<file path="config.mk">
export PLATFORM = sky130hd
export DESIGN_NAME = sdp_rd_streamer
export DESIGN_NICKNAME = d
export VERILOG_FILES = /design/src/rtl/sdp_rd_pkg.sv /design/src/rtl/sdp_rd_fifo.sv /design/src/rtl/sdp_rd_streamer.sv
export SDC_FILE = /design/constraint.sdc
export NUM_CORES = 1
export LEC_CHECK = 0
export CAP_MARGIN = 20
export CORE_UTILIZATION = 55
export DETAILED_ROUTE_END_ITERATION = 7
export GPL_ROUTABILITY_DRIVEN = 0
export MAX_ROUTING_LAYER = met4
export PLACE_DENSITY_LB_ADDON = 0.05
export SLEW_MARGIN = 20
export SYNTH_ARGS = -nofsm -noshare
export SYNTH_HDL_FRONTEND = slang
export SYNTH_SLANG_ARGS = --single-unit
export TNS_END_PERCENT = 20
</file>
<file path="constraint.sdc">
create_clock -name clkb -period 3.08 [get_ports clkb]
set_clock_uncertainty 0.05 [all_clocks]
set_input_delay 0.616 -clock clkb [delete_from_list [all_inputs] [get_ports clkb]]
set_output_delay 0.616 -clock clkb [all_outputs]
set_load 0.01 [all_outputs]
</file>
<file path="src/rtl/sdp_rd_pkg.sv">
// ---------------------------------------------------------------------------
// sdp_rd_pkg
// Shared types and constants for the read-side streamer of the simple
// dual-port RAM. Imported by sdp_rd_fifo and sdp_rd_streamer.
//   rd_state_t : command sequencer states
//   FIFO_DEPTH : number of {last, data} entries in the output FIFO
//   RD_LAT     : registered read latency of the RAM, in read-clock cycles
// ---------------------------------------------------------------------------
package sdp_rd_pkg;

    typedef enum logic [1:0] {
        IDLE  = 2'd0,
        RUN   = 2'd1,
        DRAIN = 2'd2,
        DONE  = 2'd3
    } rd_state_t;

    localparam int FIFO_DEPTH = 4;
    localparam int RD_LAT     = 1;

endpackage

</file>
<file path="src/rtl/sdp_rd_fifo.sv">
// ---------------------------------------------------------------------------
// sdp_rd_fifo
// Small synchronous FIFO holding {last, data} words between the RAM read
// pipeline and the valid/ready output stream. The head entry is presented
// combinationally, so the stream sees first-word-fall-through behaviour.
// DEPTH must be a power of two so the pointers can wrap by overflow.
// Ports:
//   clkb      in   read clock
//   rst       in   asynchronous reset, active-high; empties the FIFO
//   push      in   write push_data this cycle (ignored when full without pop)
//   push_data in   W-bit entry to store
//   pop       in   remove the head entry this cycle (ignored when empty)
//   head_data out  current head entry
//   empty     out  no entries stored
//   occ       out  number of entries stored, 0..DEPTH
// ---------------------------------------------------------------------------
module sdp_rd_fifo
    import sdp_rd_pkg::*;
#(
    parameter int W     = 5,
    parameter int DEPTH = FIFO_DEPTH
) (
    input  logic                       clkb,
    input  logic                       rst,
    input  logic                       push,
    input  logic [W-1:0]               push_data,
    input  logic                       pop,
    output logic [W-1:0]               head_data,
    output logic                       empty,
    output logic [$clog2(DEPTH):0]     occ
);

    localparam int PW = $clog2(DEPTH);

    logic [W-1:0]  mem [DEPTH];
    logic [PW-1:0] wr_ptr;
    logic [PW-1:0] rd_ptr;
    logic [PW:0]   cnt;
    logic          do_push;
    logic          do_pop;

    // Qualify the requests so a stray push into a full FIFO or a pop from
    // an empty one can never corrupt the pointers. A push into a full FIFO
    // is still allowed when the head leaves in the same cycle.
    always_comb begin
        do_pop  = pop && (cnt != '0);
        do_push = push && ((cnt != (PW+1)'(DEPTH)) || do_pop);
    end

    // Pointer and occupancy bookkeeping; reset empties the FIFO without
    // touching the storage array.
    always_ff @(posedge clkb or posedge rst) begin
        if (rst) begin
            wr_ptr <= '0;
            rd_ptr <= '0;
            cnt    <= '0;
        end else begin
            if (do_push) begin
                wr_ptr <= wr_ptr + PW'(1);
            end
            if (do_pop) begin
                rd_ptr <= rd_ptr + PW'(1);
            end
            case ({do_push, do_pop})
                2'b10:   cnt <= cnt + (PW+1)'(1);
                2'b01:   cnt <= cnt - (PW+1)'(1);
                default: cnt <= cnt;
            endcase
        end
    end

    // Storage array has no reset: entries are only ever read once the
    // occupancy count says they were written.
    always_ff @(posedge clkb) begin
        if (do_push) begin
            mem[wr_ptr] <= push_data;
        end
    end

    assign head_data = mem[rd_ptr];
    assign empty     = (cnt == '0);
    assign occ       = cnt;

endmodule

</file>
<file path="src/rtl/sdp_rd_streamer.sv">
// ---------------------------------------------------------------------------
// sdp_rd_streamer
// Read-side sequencer for the simple dual-port RAM, entirely in the read
// clock domain. A start command walks len consecutive addresses from base,
// absorbs the RAM's registered read latency and re-presents the data as a
// valid/ready stream with m_last on the final word. Reads are only issued
// while the FIFO plus in-flight words leave room, so backpressure never
// loses data and an unstalled stream runs at one word per cycle.
//
// Optional build macro:
//   SDP_RD_STREAMER_STALL_CNT_EN  adds the 16-bit saturating stall_cnt output
//
// Ports:
//   clkb      in   read clock
//   rst       in   asynchronous reset, active-high
//   start     in   command strobe, accepted only in IDLE
//   base      in   first read address (sampled with accepted start)
//   len       in   word count 0..2^AW (sampled with accepted start)
//   busy      out  command in progress
//   done      out  one-cycle completion pulse
//   reb       out  RAM read enable (registered)
//   addrb     out  RAM read address (registered)
//   doutb     in   RAM read data, valid one cycle after reb is sampled
//   m_valid   out  stream data valid
//   m_data    out  stream data
//   m_last    out  final word of a command
//   m_ready   in   stream sink ready
//   stall_cnt out  cycles with m_valid && !m_ready during a command (optional)
// ---------------------------------------------------------------------------
module sdp_rd_streamer
    import sdp_rd_pkg::*;
#(
    parameter int AW = 4,
    parameter int DW = 4
) (
    input  logic          clkb,
    input  logic          rst,
    input  logic          start,
    input  logic [AW-1:0] base,
    input  logic [AW:0]   len,
    output logic          busy,
    output logic          done,
    output logic          reb,
    output logic [AW-1:0] addrb,
    input  logic [DW-1:0] doutb,
    output logic          m_valid,
    output logic [DW-1:0] m_data,
    output logic          m_last,
    input  logic          m_ready
`ifdef SDP_RD_STREAMER_STALL_CNT_EN
   ,output logic [15:0]   stall_cnt
`endif
);

    // One stage for the registered reb, plus RD_LAT stages of RAM latency.
    localparam int          PEND_W  = RD_LAT + 1;
    localparam logic [AW:0] LEN_ONE = (AW+1)'(1);

    rd_state_t         state;
    rd_state_t         state_nxt;
    logic [AW:0]       rem;
    logic              busy_q;
    logic [PEND_W-1:0] pend;
    logic [PEND_W-1:0] pend_last;
    logic [2:0]        pend_cnt;
    logic [2:0]        occ;
    logic [3:0]        credit_sum;
    logic              credit_ok;
    logic              pop;
    logic              accept;
    logic              issue;
    logic              issue_last;
    logic              fifo_empty;
    logic [DW:0]       head;

    // Count the reads already launched but not yet pushed into the FIFO.
    always_comb begin
        pend_cnt = '0;
        for (int i = 0; i < PEND_W; i++) begin
            pend_cnt = pend_cnt + 3'(pend[i]);
        end
    end

    // A new read is allowed only if every word already committed (stored,
    // minus the one leaving now, plus those still in flight) leaves a free
    // slot. This makes FIFO overflow impossible under any backpressure.
    always_comb begin
        pop        = m_valid && m_ready;
        credit_sum = {1'b0, occ} - {3'b000, pop} + {1'b0, pend_cnt};
        credit_ok  = (credit_sum < 4'(FIFO_DEPTH));
    end

    // Next-state and issue decision. The accepting edge itself launches the
    // first read (the FIFO is always empty in IDLE), so RUN only handles the
    // remaining len-1 words. RUN leaves at the edge that registers the last
    // read; a len of 1 spends one idle RUN cycle before moving on.
    always_comb begin
        state_nxt  = state;
        accept     = 1'b0;
        issue      = 1'b0;
        issue_last = 1'b0;
        case (state)
            IDLE: begin
                if (start) begin
                    accept = 1'b1;
                    if (len != '0) begin
                        state_nxt  = RUN;
                        issue      = 1'b1;
                        issue_last = (len == LEN_ONE);
                    end else begin
                        state_nxt = DONE;
                    end
                end
            end
            RUN: begin
                if (rem == '0) begin
                    state_nxt = DRAIN;
                end else if (credit_ok) begin
                    issue      = 1'b1;
                    issue_last = (rem == LEN_ONE);
                    if (rem == LEN_ONE) begin
                        state_nxt = DRAIN;
                    end
                end
            end
            DRAIN: begin
                if (pop && m_last) begin
                    state_nxt = DONE;
                end
            end
            DONE: begin
                state_nxt = IDLE;
            end
            default: begin
                state_nxt = IDLE;
            end
        endcase
    end

    // State, RAM port and command registers. addrb holds the address of the
    // most recent read, so every further read steps it by one and wraps
    // naturally at 2^AW. busy stays up through the DONE cycle for real
    // commands but never rises for a zero-length one.
    always_ff @(posedge clkb or posedge rst) begin
        if (rst) begin
            state     <= IDLE;
            reb       <= 1'b0;
            addrb     <= '0;
            rem       <= '0;
            busy_q    <= 1'b0;
            pend      <= '0;
            pend_last <= '0;
        end else begin
            state     <= state_nxt;
            reb       <= issue;
            pend      <= {pend[PEND_W-2:0], issue};
            pend_last <= {pend_last[PEND_W-2:0], issue_last};
            if (accept) begin
                if (len != '0) begin
                    addrb  <= base;
                    rem    <= len - LEN_ONE;
                    busy_q <= 1'b1;
                end
            end else if (issue) begin
                addrb <= addrb + AW'(1);
                rem   <= rem - LEN_ONE;
            end
            if (state == DONE) begin
                busy_q <= 1'b0;
            end
        end
    end

    // The oldest pending bit marks the cycle where doutb carries a word;
    // the last flag rides alongside and is stored next to the data.
    sdp_rd_fifo #(
        .W     (DW + 1),
        .DEPTH (FIFO_DEPTH)
    ) u_fifo (
        .clkb      (clkb),
        .rst       (rst),
        .push      (pend[PEND_W-1]),
        .push_data ({pend_last[PEND_W-1], doutb}),
        .pop       (pop),
        .head_data (head),
        .empty     (fifo_empty),
        .occ       (occ)
    );

    assign m_valid = !fifo_empty;
    assign m_data  = head[DW-1:0];
    assign m_last  = m_valid && head[DW];
    assign busy    = busy_q;
    assign done    = (state == DONE);

`ifdef SDP_RD_STREAMER_STALL_CNT_EN
    // Backpressure statistics for the current command: restarts on every
    // accepted start and sticks at all-ones instead of wrapping.
    always_ff @(posedge clkb or posedge rst) begin
        if (rst) begin
            stall_cnt <= '0;
        end else if (accept) begin
            stall_cnt <= '0;
        end else if ((state == RUN || state == DRAIN) && m_valid && !m_ready
                     && (stall_cnt != 16'hFFFF)) begin
            stall_cnt <= stall_cnt + 16'd1;
        end
    end
`endif

endmodule

</file>
# [Word level (Yosys, flattened, before mapping)]
# Memory sizes are Yosys's and may differ from the RTL's.
# Cells that the tools add are included.
[word_totals] input_bits=17 mem_count=1 wordCells=85 mem_bits_rw=20 out_inout_bits=13 regBits=24
[memory_table] name="u_fifo.mem" words=4 word_bits=5 read_ports=1 rd_ports_with_merged_regs=0 wr=1 line="sdp_rd_fifo.sv:35" source="logic [W-1:0] mem [DEPTH];"
[classes] reduce_logical=19 eq_ne=13 muxes=31 order_cmp=1 add_sub_neg=10
[ops] op="$mux 1" count=15
[ops] op="$mux 5" count=3
[ops] op="$mux 2" count=6
[ops] op="$mux 4" count=3
[ops] op="$eq 5x1->1 const B" count=2
[ops] op="$sub 5x1->5 const B" count=2
[ops] op="$ne 3x3->1 const B" count=3
[ops] op="$pmux 2 s4" count=1
[ops] op="$reduce_bool 2->1" count=4
[ops] op="$eq 2x2->1 const B" count=3
[ops] op="$pmux 3 s2" count=1
[ops] op="$logic_and 1x1->1" count=5
[ops] op="$logic_not 5->1" count=1
[ops] op="$reduce_bool 5->1" count=1
[ops] op="$add 2x1->2 const B" count=2
[ops] op="$add 4x1->4 const B" count=1
[ops] op="$add 4x2->4" count=1
[ops] op="$eq 2x1->1 const B" count=2
[ops] op="$lt 4x3->1 const B" count=1
[ops] op="$ne 2x2->1 const B" count=2
[ops] op="$pmux 1 s2" count=2
[ops] op="$reduce_and 2->1" count=2
[ops] op="$reduce_and 4->1" count=1
[ops] op="$sub 3x1->4" count=1
[ops] op="other kinds (9)" count=9

# [Depth between registers and ports, before layout]
# Gate-level depths: netlist (run 1).
[logic_depth] ltp_word=11 ltp_mapped=11 depth_no_buf=10

# [Modules after synthesis]
# Synthesis (run 1) repeated with hierarchy kept, for this count alone.
[unflattened] cells_unflattened=196 area_unflattened_um2=2361.0
[by_module_without_submodules] mod="sdp_rd_fifo" seq_area_each_um2=775.7 area_each_um2=1236.2 cells_each=79 instances=1
[by_module_without_submodules] mod="sdp_rd_streamer" seq_area_each_um2=400.4 area_each_um2=1124.8 cells_each=117 instances=1

# [Worst setup path after synthesis (run 1)]
# OpenSTA, ideal clock, no wires.
[synth_path] path_kind="register to register" from="register u_fifo.cnt[0], in the netlist u_fifo.occ[0]" to="register addrb[2]" slack_ns=0.157 path_stages_with_launch=11 synth_period_minus_slack_ns=2.923 required_time_ns=2.901 setup_ns=0.129 arrival_ns=2.743 n_path_buf=0 path_cell_list="dfrtp_1 -> or3_1 -> and2_1 -> ha_1 -> inv_1 -> ha_1 -> nand3_1 -> and3_4 -> or3_1 -> a311o_1 -> nor3b_1"
[synth_via] elab_chain_cells=11
[synth_lines] item="from (decl)" line="sdp_rd_fifo.sv:38" source="logic [PW:0] cnt;"
[synth_lines] item="from (signal assigned)" line="sdp_rd_fifo.sv:65" source="2'b10: cnt <= cnt + (PW+1)'(1);"
[synth_lines] item="from (signal assigned)" line="sdp_rd_fifo.sv:66" source="2'b01: cnt <= cnt - (PW+1)'(1);"
[synth_lines] item="from (signal assigned)" line="sdp_rd_fifo.sv:67" source="default: cnt <= cnt;"
[synth_lines] item="$logic_not 3->1" line="sdp_rd_fifo.sv:81" source="assign empty = (cnt == '0);"
[synth_lines] item="$logic_not 1->1" line="sdp_rd_streamer.sv:190" source="assign m_valid = !fifo_empty;"
[synth_lines] item="via m_valid" line="sdp_rd_streamer.sv:46" source="output logic m_valid,"
[synth_lines] item="$logic_and 1x1->1" line="sdp_rd_streamer.sv:88" source="pop = m_valid && m_ready;"
[synth_lines] item="$sub 3x1->4" line="sdp_rd_streamer.sv:89" source="credit_sum = {1'b0, occ} - {3'b000, pop} + {1'b0, pend_cnt};"
[synth_lines] item="$add 4x2->4" line="sdp_rd_streamer.sv:89"
[synth_lines] item="$lt 4x3->1" line="sdp_rd_streamer.sv:90" source="credit_ok = (credit_sum < 4'(FIFO_DEPTH));"
[synth_lines] item="$mux 1" line="sdp_rd_streamer.sv:118" source="end else if (credit_ok) begin"
[synth_lines] item="$mux 1" line="sdp_rd_streamer.sv:116" source="if (rem == '0) begin"
[synth_lines] item="$pmux 1 s2" line="sdp_rd_streamer.sv:102" source="case (state)"
[synth_lines] item="$reduce_bool 2->1 (no line)"
[synth_lines] item="$reduce_and 2->1 (no line)"
[synth_lines] item="to (signal assigned)" line="sdp_rd_streamer.sv:160" source="addrb <= base;"
[synth_lines] item="to (signal assigned)" line="sdp_rd_streamer.sv:165" source="addrb <= addrb + AW'(1);"
[synth_lines] item="to (decl)" line="sdp_rd_streamer.sv:44" source="output logic [AW-1:0] addrb,"
# The timed path passes the listed nets, and every way through them passes these cells.
# A chain may end at the register's enable or synchronous reset.

# [Worst setup path in the final report (run 1)]
[layout_path] from="register u_fifo.cnt[1], in the netlist u_fifo.occ[1]" to="register addrb[2]"
[layout_via] elab_chain_cells=11
[layout_lines] item="$logic_not 3->1" line="sdp_rd_fifo.sv:81"
[layout_lines] item="$logic_not 1->1" line="sdp_rd_streamer.sv:190"
[layout_lines] item="$logic_and 1x1->1" line="sdp_rd_streamer.sv:88"
[layout_lines] item="$sub 3x1->4 (*)" line="sdp_rd_streamer.sv:89"
[layout_lines] item="$add 4x2->4 (*)" line="sdp_rd_streamer.sv:89"
[layout_lines] item="$lt 4x3->1 (*)" line="sdp_rd_streamer.sv:90"
[layout_lines] item="$mux 1 (*)" line="sdp_rd_streamer.sv:118"
[layout_lines] item="$mux 1 (*)" line="sdp_rd_streamer.sv:116"
[layout_lines] item="$pmux 1 s2 (*)" line="sdp_rd_streamer.sv:102"
[layout_lines] item="$reduce_bool 2->1 (no line) (*)"
[layout_lines] item="$reduce_and 2->1 (no line) (*)"
# Mark *: on every way between the ends. The rest lies on a longest branch, timed or not.

==> impl_metrics.toml, run 1 <==
[status]
run_status = "finished, violations left"
failing_checks = "design-rule violations"

[yosys]
synth_ff_type = "dfrtp_1"
synth.yosys.seq_area_share_pct = 51.4
synth-async-reset-ratio_pct = 53.5
netlist.area_leader.share_pct = 26.2
flip_flop_and_latch_count_after_synthesis = 43
yosysMostFrequentCell = "dfrtp_1"
syn-instance-count = 189
synth.largest_area_cell = "edfxtp_1"
yosysUniqueCellTypes = 47
synth_common_cells = "23 x dfrtp_1, 20 x edfxtp_1, 20 x inv_1"
synth_net_count = 225
synth.avg_cell_area_um2 = 12.1
ys.warnings.count = 0
number_of_enable_flip_flop_cells_after_synthesis = 20
mappedNetlistArea_um2 = 2290
ys_top_cells_by_area = "edfxtp_1 26%, dfrtp_1 25%, ha_1 9.8%"

[floorplan]
design.die.area_um2 = 4420
die-width_um = 66.5
design.portCount = 30
fp-row-count = 23
start_util_pct = 57.2
chipHeight_um = 66.5
floorplan.core_area_um2 = 4000

[finish]
antenna_cells = 0
fin_util_pct = 69.4
post_route_cells_drive_above_1_share_pct = 11.5
finalNetCount = 262
syn2layout_area_growth_pct = 21.4

[sta]
finalMaxSlewViolations = 0
setup_repair_after_global_routing_missed_its_margin = "false"
finalSetupViolations = 0
worst_hold_slack_ps = 312
clock.fmax_mhz = 345
period_needed_ps = 2900
slew_headroom_pct = 39.0
hold_viol = 0
final.period_utilization_pct = 94.1
worst_pin_slew_ps = 914

[power]
cellLeakagePower_uw = 0.00114
peakVddDrop_mv = 0.574
total_power_uw = 2680
powerDensity_nw_per_um2 = 964

[setup_path]
timing.critical_path.cells = "or3_1, and2_1, ha_1, inv_1, ha_1, nand3_1, and3_4, or3_1, a311o_1, nor3b_1"
critical-path-slowest-cell = "dfrtp_1"
critical_path_launch_point_type = "flop"
worst_setup_path_end_kind = "flop"
critical_path_required_ps = 3220
crit_path_max_fanout = 4
critical_path.max_stage_delay_ps = 420
cp.arrival_ps = 3040
timing.setup.critical_path_class = "flop to flop"

[clock_tree]
clk_transition_reported_paths_ps = 90
tritoncts_num_sinks = 43
tritoncts.num_buffers = 5
htreeDepth = 2
tritoncts = "done"
post_cts_resize_count = 0
clock_latency_ps = 300
cts_max_path_buffers = 2
post_cts_hold_buffer_count = 0
cts_setup_buffers = 0
clockRootBuffer = "clkbuf_8"

[grt]
grt_start_max_net_pins = 24
groute.usage.overall_pct = 23.0
grt_pass1_wl_um = 7080
grt_pass1_vias = 1506
antenna_found_initial = 0
grt_overflow_total = 0

[route]
detail_route.wirelength_um = 4330
routed_wire_length_per_instance_um = 15.6
number_of_vias_in_the_routed_layout = 1541
routed_via_density = 5.56
detail_route.iter0.violations = 95
detailedRoute.firstPassIterationCount = 6
drc = 2
number_of_nets_still_failing_antenna_checks_after_routing = 0

[placement]
dpl.hpwl_um = 3200
numPortBuffers = 29

[worst_hold_path]
hold_class = "flop to flop"

[job]
max_cap_viols = 0
==> registers in the layout, indices dropped and copies added (netlist names) <==
signal	flops
u_fifo.mem	20
pend_last	2
addrb	4
u_fifo.occ	3
rem	5
u_fifo.wr_ptr	2
state	2
u_fifo.rd_ptr	2
busy	1
pend	2
==> stage by stage <==
| step | TNS (ps) | instances | setup WS [ps] | cell area [um^2] |
|---|---|---|---|---|
| global route | 0 | 277 | 55.9 | 2780 |
| CTS | 0 | 277 | 172 | 2780 |
| finish | 0 | 277 | 182 | 2780 |
| global placement | 0 | 269 | 5.38 | 2660 |
| floorplan | 0 | 189 | 157 | 2290 |
| detailed placement | -28.1 | 269 | -28.1 | 2660 |
==> final timing paths <==
path,start,endpoint,slack [ps],cells past startpoint
setup / recovery,u_fifo.occ[1],addrb[2],180,10
hold / removal,pend_last[0],pend_last[1],310,0
setup reg to reg,u_fifo.occ[1],addrb[2],180,10
hold reg to reg,pend_last[0],pend_last[1],310,0
max in group asynchronous,rst,pend_last[1],1650,2
min in group asynchronous,rst,u_fifo.occ[1],770,2
==> critical path: cells and delay by family, from the launching register on <==
kind	cells	cell delay, ps
and+or+nand+nor	6	1390
DFF	1	420
AOI/OAI and AO/OA	1	350
buffers and inverters	1	40
adders and majority gates	2	540
==> power breakdown <==
group          total [uW]  internal, uW  switching (uW)  leakage (uW)
registers             957           787             170      0.000455
clock network         460           246             214     0.0000587
logic                1260           648             612      0.000624
total                2680          1680             996       0.00114
==> cells in the final DEF, fill, tap and decap left out, types with 4 or more instances in the layout <==
cell             netlist  routed
and2_1                 7       7
buf_4                  1       6
clkbuf_8               0       5
clkdlybuf4s50_1        0      29
dfrtp_1               23      23
edfxtp_1              20      20
ha_1                  18      18
inv_1                 20      20
mux4_2                 5       5
nand2_1               11      11
nand3_1                4       4
nor2_1                15      15
o211ai_1               4       4
or3_1                  4       4
xnor2_1                6       6
==> layout make-up <==
class,instances,area [um^2]
fillers,285,1220
repair buffers,35,335
clock buffers,5,68.8
clock inverters,3,47.5
inverters,20,75.1
multi-input cells,121,1010
well taps,50,62.6
flip-flops and latches,43,1180
==> metal layers <==
metal | global-route usage [%] | routed length (um)
met5 | - | 0
met4 | 7.98 | 51
met3 | 5.65 | 138
met2 | 36.0 | 2090
met1 | 29.3 | 2050
==> kinds of logic (layout without fill, tap and decap cells) <==
group,after synthesis,in the layout,share of synthesized area (%)
mux,8,8,6.23
compound gates,29,29,10.7
fa+ha+maj,19,19,10.7
flops,43,43,51.4
buf+inv,25,63,4.37
xor+xnor,8,8,3.06
simple gates,57,57,13.6
No activity file was read; power rests on OpenSTA's default activity.
==> inputs of run 2 (changes only) <==
- CAP_MARGIN: 20 -> default
==> results of run 2 <==
The final DEF is identical to that of run 1; final timing and power are the same.
